===== src/rtl/tra_pkg.sv =====
// Shared encodings for the traffic-light safety monitor: light codes, fault
// causes, monitor states and the car-light transition rule.
package tra_pkg;

   localparam logic [1:0] CAR_RED     = 2'b00;
   localparam logic [1:0] CAR_YELLOW  = 2'b01;
   localparam logic [1:0] CAR_GREEN   = 2'b10;
   localparam logic [1:0] CAR_INVALID = 2'b11;

   localparam logic [1:0] PED_STOP    = 2'b00;
   localparam logic [1:0] PED_FLASH   = 2'b01;
   localparam logic [1:0] PED_WALK    = 2'b10;
   localparam logic [1:0] PED_INVALID = 2'b11;

   localparam logic [2:0] FC_NONE     = 3'd0;
   localparam logic [2:0] FC_INVALID  = 3'd1;
   localparam logic [2:0] FC_BOTH_GO  = 3'd2;
   localparam logic [2:0] FC_WALK     = 3'd3;
   localparam logic [2:0] FC_TRANS    = 3'd4;
   localparam logic [2:0] FC_TIMEOUT  = 3'd5;

   typedef enum logic [1:0] {
      ST_IDLE  = 2'd0,
      ST_RUN   = 2'd1,
      ST_FAULT = 2'd2
   } tra_state_e;

   // A car light may hold, or step forward RED->GREEN->YELLOW->RED.
   function automatic logic car_legal(input logic [1:0] prev, input logic [1:0] cur);
      car_legal = (cur == prev) ||
                  (prev == CAR_RED    && cur == CAR_GREEN)  ||
                  (prev == CAR_GREEN  && cur == CAR_YELLOW) ||
                  (prev == CAR_YELLOW && cur == CAR_RED);
   endfunction

endpackage


===== src/rtl/tra_trans_check.sv =====
// Previous-value register and legal-transition check for one car light.
module tra_trans_check
   import tra_pkg::*;
(
   input  logic       clk,
   input  logic       rst,
   input  logic [1:0] cur,
   output logic       legal,
   output logic       rise
);

   logic [1:0] prev;

   always_ff @(posedge clk or posedge rst) begin
      if (rst) prev <= CAR_RED;
      else     prev <= cur;
   end

   assign legal = car_legal(prev, cur);
   assign rise  = (prev == CAR_RED) && (cur == CAR_GREEN);

endmodule


===== src/rtl/tra_safety_monitor.sv =====
// Safety monitor for a two-way intersection: detects unsafe light combinations,
// latches the cause, counts faults and completed north-south cycles.
module tra_safety_monitor
   import tra_pkg::*;
#(
   parameter int unsigned MAX_GREEN = 200
) (
   input  logic       clk,
   input  logic       rst,
   input  logic [1:0] ns_car,
   input  logic [1:0] ns_hmn,
   input  logic [1:0] ew_car,
   input  logic [1:0] ew_hmn,
   input  logic       clear,
   output logic       fault,
   output logic [2:0] fault_code,
   output logic [7:0] fault_cnt,
   output logic [6:0] cycle,
   output logic       cycle_pulse,
   output tra_state_e state
);

   localparam logic [15:0] MAX_G = MAX_GREEN[15:0];

   logic        ns_legal, ew_legal;
   logic        ns_rise, ew_rise_unused;
   logic        any_green;
   logic [15:0] timer;
   logic [2:0]  det_code;

   tra_trans_check u_ns_check (
      .clk   (clk),
      .rst   (rst),
      .cur   (ns_car),
      .legal (ns_legal),
      .rise  (ns_rise)
   );

   tra_trans_check u_ew_check (
      .clk   (clk),
      .rst   (rst),
      .cur   (ew_car),
      .legal (ew_legal),
      .rise  (ew_rise_unused)
   );

   assign any_green = (ns_car == CAR_GREEN) || (ew_car == CAR_GREEN);

   // Priority chain: the lowest-numbered cause wins when several coincide.
   always_comb begin
      det_code = FC_NONE;
      if (ns_car == CAR_INVALID || ew_car == CAR_INVALID ||
          ns_hmn == PED_INVALID || ew_hmn == PED_INVALID)
         det_code = FC_INVALID;
      else if (ns_car != CAR_RED && ew_car != CAR_RED)
         det_code = FC_BOTH_GO;
      else if ((ns_hmn == PED_WALK && ew_car != CAR_RED) ||
               (ew_hmn == PED_WALK && ns_car != CAR_RED))
         det_code = FC_WALK;
      else if (!ns_legal || !ew_legal)
         det_code = FC_TRANS;
      else if (any_green && timer >= MAX_G)
         det_code = FC_TIMEOUT;
   end

   always_ff @(posedge clk or posedge rst) begin
      if (rst) begin
         state       <= ST_IDLE;
         fault       <= 1'b0;
         fault_code  <= FC_NONE;
         fault_cnt   <= 8'd0;
         cycle       <= 7'd0;
         cycle_pulse <= 1'b0;
         timer       <= 16'd0;
      end else begin
         cycle_pulse <= 1'b0;
         case (state)
            ST_IDLE: begin
               timer <= 16'd0;
               if (ns_car == CAR_RED && ew_car == CAR_RED) state <= ST_RUN;
            end
            ST_RUN: begin
               if (det_code != FC_NONE) begin
                  state      <= ST_FAULT;
                  fault      <= 1'b1;
                  fault_code <= det_code;
                  if (fault_cnt != 8'hFF) fault_cnt <= fault_cnt + 8'd1;
               end else begin
                  timer <= any_green ? timer + 16'd1 : 16'd0;
                  if (ns_rise) begin
                     cycle       <= cycle + 7'd1;
                     cycle_pulse <= 1'b1;
                  end
               end
            end
            ST_FAULT: begin
               // Everything but the clear handshake is frozen here.
               if (clear) begin
                  state <= ST_IDLE;
                  fault <= 1'b0;
               end
            end
            default: state <= ST_IDLE;
         endcase
      end
   end

endmodule


===== config.mk =====
export PLATFORM = sky130hd
export DESIGN_NAME = tra_safety_monitor
export DESIGN_NICKNAME = d
export VERILOG_FILES = /design/src/rtl/tra_pkg.sv /design/src/rtl/tra_trans_check.sv /design/src/rtl/tra_safety_monitor.sv
export SDC_FILE = /design/constraint.sdc
export NUM_CORES = 1
export LEC_CHECK = 0
export ABC_CLOCK_PERIOD_IN_PS = 1700
export CELL_PAD_IN_SITES_DETAIL_PLACEMENT = 1
export CELL_PAD_IN_SITES_GLOBAL_PLACEMENT = 1
export CORE_ASPECT_RATIO = 0.75
export CORE_MARGIN = 2
export CORE_UTILIZATION = 39
export CTS_CLUSTER_DIAMETER = 50
export DETAILED_ROUTE_END_ITERATION = 16
export PLACE_DENSITY_LB_ADDON = 0.2
export SLEW_MARGIN = 20
export SYNTH_ARGS = -nofsm -noshare
export SYNTH_HDL_FRONTEND = slang
export SYNTH_SLANG_ARGS = --single-unit
export TNS_END_PERCENT = 50

===== constraint.sdc =====
create_clock -name clk -period 1.7 [get_ports clk]
set_input_delay 0.51 -clock clk [delete_from_list [all_inputs] [get_ports clk]]
set_output_delay 0.51 -clock clk [all_outputs]
set_load 0.01 [all_outputs]

**Word level (Yosys, flattened, before mapping)**

Cells that the tools add are included.

- Word-level logic and storage cells: 96
- Memory bits (writable): 0
- Memories kept: 0
- Output and inout port bits: 22
- Bits in latches: 0
- Register bits after elaboration: 42
- ROM bits: 0

- Order comparisons: 1
- Reductions and logical operators: 41
- Add/subtract/negate cells: 3
- Equality and inequality tests: 23
- Mux-type cells: 18
- Div/mod/pow operators: 0
- Multipliers: 0
- Bitwise gates (word level): 1
- Shifts and indexed selects: 0

Operator list:

| operator | number |
|---|---|
| $mux 16 | 2 |
| $pmux 16 s2 | 1 |
| $eq 2x2->1 const B | 11 |
| $add 16x1->16 const B | 1 |
| $ge 16x8->1 const B | 1 |
| $mux 3 | 5 |
| $logic_or 1x1->1 | 12 |
| $reduce_and 3->1 | 4 |
| $logic_and 1x1->1 | 11 |
| $eq 2x1->1 const B | 5 |
| $logic_not 2->1 | 5 |
| $add 8x1->8 const B | 1 |
| $ne 2x2->1 const B | 4 |
| $ne 8x8->1 const B | 1 |
| $reduce_bool 2->1 | 4 |
| $add 7x1->7 const B | 1 |
| $mux 2 | 3 |
| $pmux 2 s3 | 1 |
| $mux 1 | 5 |
| $eq 2x2->1 | 2 |
| $reduce_and 2->1 | 2 |
| $reduce_bool 3->1 | 1 |
| $logic_not 1->1 | 2 |
| $pmux 1 s2 | 1 |
| $not 1->1 | 1 |

**Depth between registers and ports, before layout**

- Word-level depth: 14
- Gate-level depth with buffers: 7
- Depth with buffers taken out: 6

**Cells and area by module**

A second synthesis with hierarchy kept.

- Cells, all modules: 219
- Area, all modules: 2,299.7 um^2

By module, submodules not included:

| module | area an instance (um^2) | cells an instance | instances |
|---|---|---|---|
| tra_safety_monitor | 2,104.5 | 203 | 1 |
| tra_trans_check | 97.6 | 8 | 2 |

**Least setup slack after synthesis**

OpenSTA, ideal clock, no wires.

- Path kind: input to register
- Start: in ns_hmn[0]
- End: reg fault_cnt[1]
- Required time: 1,572 ps
- Path buffers: 0
- Arrival time: 1,836 ps
- Stages on the path: 6
- Slack: -263 ps
- Cells stage by stage: a22o_1 -> a221oi_4 -> a21boi_4 -> nand3_2 -> nand2b_1 -> mux2_1

- Cells in the longest elaborated chain, start to end: 8
- Elaborated cells on any way between the ends: 11
- Those cells by class: 2 x eq/ne; 3 x mux; 6 x reduce/logical

RTL lines:

| element | line | text |
|---|---|---|
| start, declared | tra_safety_monitor.sv:11 | `input logic [1:0] ns_hmn,` |
| $eq 2x2->1 | tra_safety_monitor.sv:57 | `else if ((ns_hmn == PED_WALK && ew_car != CAR_RED) \|\|` |
| $logic_and 1x1->1 | tra_safety_monitor.sv:57 |  |
| $logic_or 1x1->1 | tra_safety_monitor.sv:57 |  |
| $mux 3 | tra_safety_monitor.sv:57 |  |
| $mux 3 | tra_safety_monitor.sv:55 | `else if (ns_car != CAR_RED && ew_car != CAR_RED)` |
| $mux 3 * | tra_safety_monitor.sv:52 | `if (ns_car == CAR_INVALID \|\| ew_car == CAR_INVALID \|\|` |
| $reduce_bool 3->1 * | tra_safety_monitor.sv:83 | `if (det_code != FC_NONE) begin` |
| $reduce_and 3->1 (no line) * | - |  |
| end signal, assigned | tra_safety_monitor.sv:87 | `if (fault_cnt != 8'hFF) fault_cnt <= fault_cnt + 8'd1;` |
| end, declared | tra_safety_monitor.sv:17 | `output logic [7:0] fault_cnt,` |

Mark *: on every way between the ends. The rest lies on a longest branch, timed or not.
A chain may end at the register's enable or synchronous reset.

**Worst setup path in the final report**

- Start: in ns_hmn[1]
- End: reg fault_cnt[1]

The elaborated chain is that of the path after synthesis.

==> results.ini <==
[outcome]
status = finished with violations
violations = setup timing

[global_route]
antenna_found_initial = 0
grt_pass1_vias = 2500
grt_use_total_pct = 25.8
grt_overflow = 0
grt_max_degree = 43
grt_pass1_wl_mm = 13.4

[synthesis]
ys_seq_area_share_pct = 43.6
avgSynthCellArea_sq_um = 10.6
synth_nets = 243
yosys_warnings = 0
synth_edf_count = 0
synth-seq-cells = 42
netlist_area_sq_mm = 0.00241
synth_flop_cell = dfrtp_1
synth.distinct_cells = 54
syn_inst = 228
async_flop_share_pct = 100

[power_and_ir_drop]
p_int_mw = 1.99
p_seq_share_pct = 42.1
p_sw_uw = 845
sw_frac_of_total_pct = 29.8
power_mw = 2.83
irDropWorstVdd_mv = 0.339
clkPwrFrac_pct = 34.5
p_leak_nw = 1.62
power.density_mw_per_mm2 = 767
power_frac_comb_pct = 23.4

[floorplan]
rows = 24
die_area_sq_mm = 0.00683
die_w_microns = 94.7
die_h_microns = 72.1
ios = 33
start_util_pct = 40.9
coreArea_sq_mm = 0.00589

[placement]
placed_cell_area_sq_mm = 0.00321
gp_congestion = 0.838
hpwlAfterDp_mm = 4.95
io_buffers = 32

[detailed_routing]
drt-pass1-iter-count = 4
ant_nets = 0
dr.first_iter.drc_count = 59
drc = 0
vias_per_cell = 5.56
vias = 2250
wl_per_cell_microns = 20.7
totalWireLength_mm = 8.37

[cts]
cts_root_buffer = clkbuf_8
cts.sinks = 42
clockBufferDepth = 2
cts-buffers-inserted = 5
cts_tree = done
htreeDepth = 2
hold_buffers = 0
clk_pin_slew_ns = 0.10
clk_latency_ns = 0.31

[hold_path]
whs_path_depth = 1
hold_path_class = in2reg

[setup_path]
crit_arrival_ns = 2.13
r2r_slack_ns = -0.23
critical_path.max_fanout = 3
critical_path_class = in2reg
critPathLaunchType = input port
reg2regPathDepth = 6
required_ns = 1.90
endpoint_kind = flip-flop

[cells_and_area]
final_util_pct = 62.7
final_nets = 341
layout-drive-gt1-share_pct = 43.4
syn_to_final_growth_pct = 53.3
antenna-diode-count = 0
n_fill_cell = 640
final_area_sq_mm = 0.00369

[flow_run]
cap_violations = 0

[timing]
tightest_slew_ns = 0.443
period_minus_slack_ns = 1.94
hold_viol_final = 0
finalSetupViolCount = 38
max-slew-margin-rel_pct = 70.4
maxSlewViolCount = 0
finalCritPeriodShare_pct = 114
rsz0062_at_grt = true
tns_ns = -6.05
setup_ws_ns = -0.237
fmax_mhz = 516
clock_skew_ns = 0.0179

metal layers:
layer,share of wire (%),track usage (%)
met1,44,32.8
met2,52,46.3
met3,2.7,3.53
met4,1.6,7.09
met5,0,0
Yosys cell counts, types with 4 or more instances:
| cell | instances | area, sq um |
|---|---|---|
| buf_6 | 4 | 45.0 |
| xnor2_1 | 5 | 43.8 |
| nand3_1 | 13 | 65.1 |
| o21ai_0 | 7 | 35.0 |
| nand2_1 | 11 | 41.3 |
| nor4_2 | 4 | 50.1 |
| a41oi_1 | 4 | 35.0 |
| nand2b_1 | 5 | 31.3 |
| a31oi_1 | 7 | 43.8 |
| dfrtp_1 | 42 | 1050 |
| nor3_2 | 4 | 40.0 |
| inv_1 | 10 | 37.5 |
| ha_1 | 4 | 50.1 |
| xor2_1 | 8 | 70.1 |
| a21oi_1 | 7 | 35.0 |
| nand4_1 | 6 | 37.5 |
| o21ai_1 | 9 | 45.0 |
| nor2_1 | 27 | 101 |
| and3_1 | 5 | 31.3 |
| o211ai_1 | 5 | 37.5 |
placed cells by master, fill, tap and decap left out, types with 3 or more instances in the layout:
cell type / synthesis / final
dfrtp_2: 0 / 4
xor2_1: 8 / 8
buf_4: 0 / 48
buf_12: 0 / 4
a31oi_1: 7 / 7
o21ai_1: 9 / 6
ha_1: 4 / 4
o21ai_0: 7 / 4
dlygate4sd2_1: 0 / 21
nand2b_1: 5 / 3
nor2_1: 27 / 23
a21oi_1: 7 / 7
nand3_1: 13 / 11
nor3_4: 2 / 6
nor4_2: 4 / 3
dfrtp_1: 42 / 38
clkbuf_8: 0 / 5
nand4_1: 6 / 6
buf_6: 4 / 14
buf_2: 0 / 5
a41oi_2: 0 / 4
nand3_2: 1 / 3
inv_1: 10 / 10
o211ai_1: 5 / 5
and3_1: 5 / 5
o21ai_2: 1 / 6
xnor2_1: 5 / 3
nand2_1: 11 / 10
logic make-up after synthesis:
| group | share of synthesized area (%) |
|---|---|
| fa+ha+maj | 2.08 |
| simple gates | 24.8 |
| mux | 1.51 |
| flops | 43.6 |
| compound gates | 19.5 |
| xor+xnor | 4.73 |
| buf+inv | 3.74 |
sequential cells by signal, summed over array words and instances (netlist names):
signal	flops
timer	16
fault_cnt	8
cycle	7
fault_code	3
state	2
u_ew_check.prev	2
u_ns_check.prev	2
cycle_pulse	1
fault	1
per-stage QoR:
step / worst slack [ns] / hold WS (ns) / instances
2_1_floorplan: -0.256 / 0.488 / 228
3_3_place_gp: -0.880 / 0.456 / 384
3_5_place_dp: -0.938 / 0.470 / 384
4_1_cts: -0.205 / 0.350 / 401
5_1_grt: -0.302 / 0.346 / 405
6_report: -0.237 / 0.351 / 405
worst max-delay path, stage by stage:
cell	delay, ns
buf_6	0.09
a22o_1	0.25
a221oi_4	0.24
buf_4	0.16
a21boi_4	0.26
nand3_2	0.15
nand2b_1	0.16
mux2_4	0.31
power groups by stage:
| stage | clock network, mW | logic [mW] | registers (mW) |
|---|---|---|---|
| finish | 0.978 | 0.663 | 1.19 |
| global route | 1.03 | 0.708 | 1.20 |
| CTS | 0.989 | 0.621 | 1.18 |
| detailed placement | 0 | 0.593 | 1.19 |
| global placement | 0 | 0.566 | 1.18 |
| floorplan | 0 | 0.254 | 1.21 |
repair_timing:
action                                  4_1_cts  5_1_grt
cloned                                        1        0
endpoints found under the setup margin       59       39
gates resized for setup                     104       14
setup buffers                                 8        4
pin swaps                                    40       18
final cells by class:
class                      count  area, sq um  area share (%)
clock inverter                 3         68.8            1.86
inverter                      11         41.3            1.12
tap                           78         97.6            2.64
timing repair buffer          96          867            23.5
multi-input combinational    170         1490            40.4
clock buffer                   5         68.8            1.86
sequential                    42         1060            28.6
final timing paths:
path / start / endpoint
setup reg to reg: u_ew_check.prev[0] / fault_cnt[1]
hold / removal: ns_car[0] / u_ns_check.prev[0]
setup / recovery: ns_hmn[1] / fault_cnt[1]
hold reg to reg: cycle[6] / cycle[6]
max in group asynchronous: rst / timer[9]
min in group asynchronous: rst / fault_code[1]
Power figures use the tool's default switching activity.
